`config.mk`:
```
export PLATFORM = sky130hd
export DESIGN_NAME = im_boot_loader
export DESIGN_NICKNAME = d
export VERILOG_FILES = /design/src/rtl/im_boot_loader.sv
export SDC_FILE = /design/constraint.sdc
export NUM_CORES = 1
export LEC_CHECK = 0
export ABC_AREA = 1
export CAP_MARGIN = 20
export CORE_MARGIN = 10
export CORE_UTILIZATION = 56
export DETAILED_ROUTE_END_ITERATION = 12
export GPL_TIMING_DRIVEN = 0
export PLACE_DENSITY = 0.86
export SYNTH_ARGS = -nofsm -noshare
export SYNTH_HDL_FRONTEND = slang
export SYNTH_SLANG_ARGS = --single-unit
export TNS_END_PERCENT = 100
```
`constraint.sdc`:
```
create_clock -name clock -period 4.4 [get_ports clock]
set_input_delay 0.66 -clock clock [delete_from_list [all_inputs] [get_ports clock]]
set_output_delay 0.66 -clock clock [all_outputs]
set_load 0.02 [all_outputs]
```
`src/rtl/im_boot_loader.sv`:
```
// Instruction-memory boot loader: holds the CPU in reset, streams word_count words into IM
// from base_addr, accumulates a checksum, then releases reset and pulses start.
// Latency: handshake at cycle k -> IM write at k+1; load_req at 0 -> LOAD at 1+RST_CYCLES.
// Backpressure: s_ready is high only in LOAD while words remain; s_valid gaps stall freely.
//
// Ports:
//   clock, reset (async, active-low)
//   load_req, base_addr, word_count, abort : session control (load_req sampled in IDLE only)
//   s_valid / s_data / s_ready             : input word stream
//   i_we, IM_addr, i_dataout               : IM write port
//   cpu_reset (active-low), cpu_enable, start : CPU control
//   busy, done (sticky), error (sticky), checksum : status
module im_boot_loader #(
  parameter int DATA_W     = 16,
  parameter int ADDR_W     = 8,
  parameter int RST_CYCLES = 2,
  parameter int GAP        = 1,
  parameter int START_W    = 1
) (
  input  logic              clock,
  input  logic              reset,
  input  logic              load_req,
  input  logic [ADDR_W-1:0] base_addr,
  input  logic [ADDR_W:0]   word_count,
  input  logic              abort,
  input  logic              s_valid,
  input  logic [DATA_W-1:0] s_data,
  output logic              s_ready,
  output logic              i_we,
  output logic [ADDR_W-1:0] IM_addr,
  output logic [DATA_W-1:0] i_dataout,
  output logic              cpu_reset,
  output logic              cpu_enable,
  output logic              start,
  output logic              busy,
  output logic              done,
  output logic              error,
  output logic [DATA_W-1:0] checksum
);

  // One shared phase counter serves HOLD, RELEASE and START; size it for the longest.
  localparam int MAX_CNT = (RST_CYCLES > GAP) ?
                           ((RST_CYCLES > START_W) ? RST_CYCLES : START_W) :
                           ((GAP > START_W) ? GAP : START_W);
  localparam int CNT_W = (MAX_CNT > 1) ? $clog2(MAX_CNT) : 1;

  localparam logic [CNT_W-1:0] HOLD_LAST  = CNT_W'(RST_CYCLES - 1);
  localparam logic [CNT_W-1:0] GAP_LAST   = CNT_W'(GAP - 1);
  localparam logic [CNT_W-1:0] START_LAST = CNT_W'(START_W - 1);

  typedef enum logic [2:0] {
    S_IDLE,
    S_HOLD,
    S_LOAD,
    S_RELEASE,
    S_START,
    S_DONE
  } state_t;

  state_t              state_q, state_d;
  logic [CNT_W-1:0]    cnt_q, cnt_d;
  logic [ADDR_W-1:0]   addr_q, addr_d;       // next IM address to write
  logic [ADDR_W:0]     rem_q, rem_d;         // words still to accept
  logic                s_ready_q, s_ready_d;
  logic                i_we_q, i_we_d;
  logic [ADDR_W-1:0]   im_addr_q, im_addr_d;
  logic [DATA_W-1:0]   dout_q, dout_d;
  logic                cpu_reset_q, cpu_reset_d;
  logic                cpu_enable_q, cpu_enable_d;
  logic                start_q, start_d;
  logic                busy_q, busy_d;
  logic                done_q, done_d;
  logic                error_q, error_d;
  logic [DATA_W-1:0]   csum_q, csum_d;

  always_ff @(posedge clock or negedge reset) begin
    if (!reset) begin
      state_q      <= S_IDLE;
      cnt_q        <= '0;
      addr_q       <= '0;
      rem_q        <= '0;
      s_ready_q    <= 1'b0;
      i_we_q       <= 1'b0;
      im_addr_q    <= '0;
      dout_q       <= '0;
      cpu_reset_q  <= 1'b0;
      cpu_enable_q <= 1'b0;
      start_q      <= 1'b0;
      busy_q       <= 1'b0;
      done_q       <= 1'b0;
      error_q      <= 1'b0;
      csum_q       <= '0;
    end else begin
      state_q      <= state_d;
      cnt_q        <= cnt_d;
      addr_q       <= addr_d;
      rem_q        <= rem_d;
      s_ready_q    <= s_ready_d;
      i_we_q       <= i_we_d;
      im_addr_q    <= im_addr_d;
      dout_q       <= dout_d;
      cpu_reset_q  <= cpu_reset_d;
      cpu_enable_q <= cpu_enable_d;
      start_q      <= start_d;
      busy_q       <= busy_d;
      done_q       <= done_d;
      error_q      <= error_d;
      csum_q       <= csum_d;
    end
  end

  always_comb begin
    state_d      = state_q;
    cnt_d        = cnt_q;
    addr_d       = addr_q;
    rem_d        = rem_q;
    s_ready_d    = s_ready_q;
    i_we_d       = 1'b0;            // write strobe is a single-cycle pulse
    im_addr_d    = im_addr_q;
    dout_d       = dout_q;
    cpu_reset_d  = cpu_reset_q;
    cpu_enable_d = cpu_enable_q;
    start_d      = start_q;
    busy_d       = busy_q;
    done_d       = done_q;
    error_d      = error_q;
    csum_d       = csum_q;

    unique case (state_q)
      S_IDLE: begin
        // load_req wins over a simultaneous abort here: abort has nothing to cancel yet.
        if (load_req) begin
          addr_d       = base_addr;
          rem_d        = word_count;
          done_d       = 1'b0;
          error_d      = 1'b0;
          csum_d       = '0;
          busy_d       = 1'b1;
          cpu_reset_d  = 1'b0;
          cpu_enable_d = 1'b0;
          cnt_d        = '0;
          state_d      = S_HOLD;
        end
      end

      S_HOLD: begin
        if (abort) begin
          error_d   = 1'b1;
          busy_d    = 1'b0;
          s_ready_d = 1'b0;
          state_d   = S_IDLE;
        end else if (cnt_q == HOLD_LAST) begin
          cnt_d = '0;
          if (rem_q == '0) begin
            cpu_reset_d  = 1'b1;
            cpu_enable_d = 1'b1;
            state_d      = S_RELEASE;
          end else begin
            s_ready_d = 1'b1;
            state_d   = S_LOAD;
          end
        end else begin
          cnt_d = cnt_q + CNT_W'(1);
        end
      end

      S_LOAD: begin
        // Abort has priority: a word accepted on the abort cycle is dropped.
        if (abort) begin
          error_d   = 1'b1;
          busy_d    = 1'b0;
          s_ready_d = 1'b0;
          state_d   = S_IDLE;
        end else if (s_valid && s_ready_q) begin
          i_we_d    = 1'b1;
          im_addr_d = addr_q;
          dout_d    = s_data;
          csum_d    = csum_q + s_data;
          addr_d    = addr_q + ADDR_W'(1);   // wraps modulo 2^ADDR_W
          rem_d     = rem_q - (ADDR_W + 1)'(1);
          if (rem_q == (ADDR_W + 1)'(1)) begin
            s_ready_d    = 1'b0;
            cpu_reset_d  = 1'b1;
            cpu_enable_d = 1'b1;
            cnt_d        = '0;
            state_d      = S_RELEASE;
          end
        end
      end

      S_RELEASE: begin
        if (cnt_q == GAP_LAST) begin
          cnt_d   = '0;
          start_d = 1'b1;
          state_d = S_START;
        end else begin
          cnt_d = cnt_q + CNT_W'(1);
        end
      end

      S_START: begin
        if (cnt_q == START_LAST) begin
          cnt_d   = '0;
          start_d = 1'b0;
          done_d  = 1'b1;
          busy_d  = 1'b0;
          state_d = S_DONE;
        end else begin
          cnt_d = cnt_q + CNT_W'(1);
        end
      end

      S_DONE: begin
        state_d = S_IDLE;
      end

      default: begin
        state_d = S_IDLE;
      end
    endcase
  end

  assign s_ready    = s_ready_q;
  assign i_we       = i_we_q;
  assign IM_addr    = im_addr_q;
  assign i_dataout  = dout_q;
  assign cpu_reset  = cpu_reset_q;
  assign cpu_enable = cpu_enable_q;
  assign start      = start_q;
  assign busy       = busy_q;
  assign done       = done_q;
  assign error      = error_q;
  assign checksum   = csum_q;

endmodule

```
==> metrics.txt <==
Hold Path Class input port to async pin; Inserted Clock Buffers 9; router iterations before antenna repair 5; overall routing resource usage 0.205; largest net degree at the start of global routing 69; post-route ant nets 0; largest family of logic cells by synthesized area simple AND/OR/NAND/NOR gates; most common cell in the netlist nand2_1; ANT cells 0; Slew headroom 0.412; Max-cap violations 0; max incr delay on CP 520 ps; final hold vios 0; measured slew at the worst slew-check pin 882 ps; chip height 107 µm; Initial Util 0.579; Adder-Cell Fraction of Synth Area 0.0614; post-synthesis compound-gate area fraction 0.0861; Power Density 582 mW/mm²; I/O pin cnt 86; CP max stage cell clkdlybuf4s50_1; row count 31; post-synth cell types 33; first-pass GRT wire length 19300 µm; layout cells sized above 1 0.0740; crit end category register; Root Buffer Master clkbuf_8; Overflow after GRT 0; Worst-path clk slew 80 ps; synthesis-stage register bit count 68; syn avg cell area 7.14 µm²; port bufs 85; vias in the first global route 4066; Layout Utilization 0.741; DIE AREA 0.0114 mm²; Worst-Skew Late Latency 350 ps; setup TNS 0 ps; Die Width 107 µm; core area 0.00725 mm²; EDFF count, synth 0; Post-Synth XOR/XNOR Area 0.0188; Synth area leaders dfrtp_1, nand2_1, inv_1; fin. max-slew vios 0; Via density 5.25; Top FF cell, synth dfrtp_1; cts repair resizes 0; final net count 742; Mapped Area 0.00420 mm²; 1st-iter DRT viols 233; Crit Path Class input port to register; DRC 0; register area share after synthesis 0.405; Worst VDD drop 0.355 mV; delay-heaviest family, CP buffers and inverters; Worst setup SP type input port; clock skew 12.1 ps; CP required 4640 ps; CTS tree built; Yosys top cell by area dfrtp_1; Post-DP Area 0.00517 mm²; Final period util 0.515; Routed WL 11600 µm; setup bufs post-CTS 0; CP arrival 2510 ps; reg-to-reg critical path startpoint checksum[0]; clk sinks 68; largest fanout on the critical path 3; CTS HTree Levels 3; RSZ-0062 raised after global routing no; top cell type's share of synthesized area 0.405; leakage 2.79 nW; final setup vio count 0; CP Buf/Inv Count 3; synth warn 0; area grow syn2layout 28.0%; initial antenna violation count 0; cts hold-fix bufs 0; post-synthesis mux area share 0; Max Root-Sink Buffers 2; RD Place Congestion 0.893; hpwl dp 8830 µm; post-synthesis async set-or-reset flop share 1.00; Crit. Startpoint s_data[0]; design area 0.00537 mm²; post-synthesis instance total 588; post-route minimum period 2260 ps; crit-path cells clkdlybuf4s50_1 -> ha_1 -> inv_1 -> fa_1 -> inv_1 -> nand3_1 -> nand3_1 -> nand2_1 -> nand3_1 -> nand2_1 -> nand2_1 -> o21ai_1; status completed; Vias 4140; DR WL/cell 14.7 µm; Post-Synthesis Net Count 646; fmax 0.442 GHz; Simple-Gate Fraction of Synth Area 0.344; most common library cells after synthesis nand2_1, dfrtp_1, inv_1, nand3_1, nor2_1
## layout by cell type, fill, tap and decap left out, types with 3 or more instances in the layout
cell type,count
inv_1,64
nand3b_1,5
ha_1,19
xor2_1,7
inv_2,4
buf_2,6
o21ai_0,21
o211ai_1,5
nand2_2,5
clkbuf_8,10
nor3_1,3
nand2_1,246
nand4_1,8
nand3_1,35
dfrtp_1,68
or2_2,6
o21ai_1,15
a21oi_1,15
clkdlybuf4s50_1,84
nor2_1,32
buf_4,5
## cell families (layout without fill, tap and decap cells)
kind of cell,count (synthesis),after routing
adders and majority gates,20,20
xor gates and xnor gates,9,9
AOI/OAI and AO/OA,64,64
and+or+nand+nor,344,344
buffers and inverters,83,184
DFF,68,68
## worst register-to-register path, cell delays in order, from the launching register on
cell     delay [ps]
dfrtp_1         400
ha_1            180
inv_1            60
fa_1            400
inv_1           110
nand3_1          80
nand3_1         140
nand2_1          70
nand3_1         120
nand2_1          70
nand2_1          60
o21ai_1          50
## report_power, final
group,switching (mW),internal (mW),leakage [nW]
registers,0.177,0.848,0.895
logic,0.943,0.626,1.80
clock network,0.253,0.276,0.0983
total,1.37,1.75,2.79
## routing by layer
metal,wire length (µm),vias up,global-route usage,part of all wire
li1,-,2058,-,-
met1,5110,1926,0.248,0.44
met2,5610,137,0.350,0.48
met3,693,19,0.0455,0.060
met4,206,0,0.0745,0.018
met5,0,-,0,0
## final cells by class
class	count	area [µm²]
repair buffers	85	848
fillers	582	1880
clock inverters	6	63.8
well taps	99	124
plain buffers	14	90.1
clock buffers	10	138
inverters	69	264
flip-flops and latches	68	1700
multi-input cells	437	2140
## through the flow
step	setup slack [ps]	instances	hold slack, ps	power, mW
2_1_floorplan	2500	588	364	2.01
3_3_place_gp	377	772	453	2.54
3_5_place_dp	1800	772	458	2.59
4_1_cts	2140	788	452	3.13
5_1_grt	2000	788	488	3.37
6_report	2140	788	407	3.12
## registers in the layout, summed over array words and instances, names as in the netlist
name,count
IM_addr,8
addr_q,8
busy,1
checksum,16
cnt_q,1
cpu_enable,1
done,1
error,1
i_dataout,16
i_we,1
rem_q,9
s_ready,1
start,1
state_q,3
## worst paths after layout
check	to	slack, ps	depth (start not counted)
max	checksum[8]	2140	12
min	IM_addr[5]	410	1
max reg2reg	checksum[8]	2580	11
min reg2reg	i_dataout[6]	470	2
max in group asynchronous	i_dataout[13]	3390	1
min in group clock	i_dataout[6]	470	2
Power figures use the tool's default switching activity.
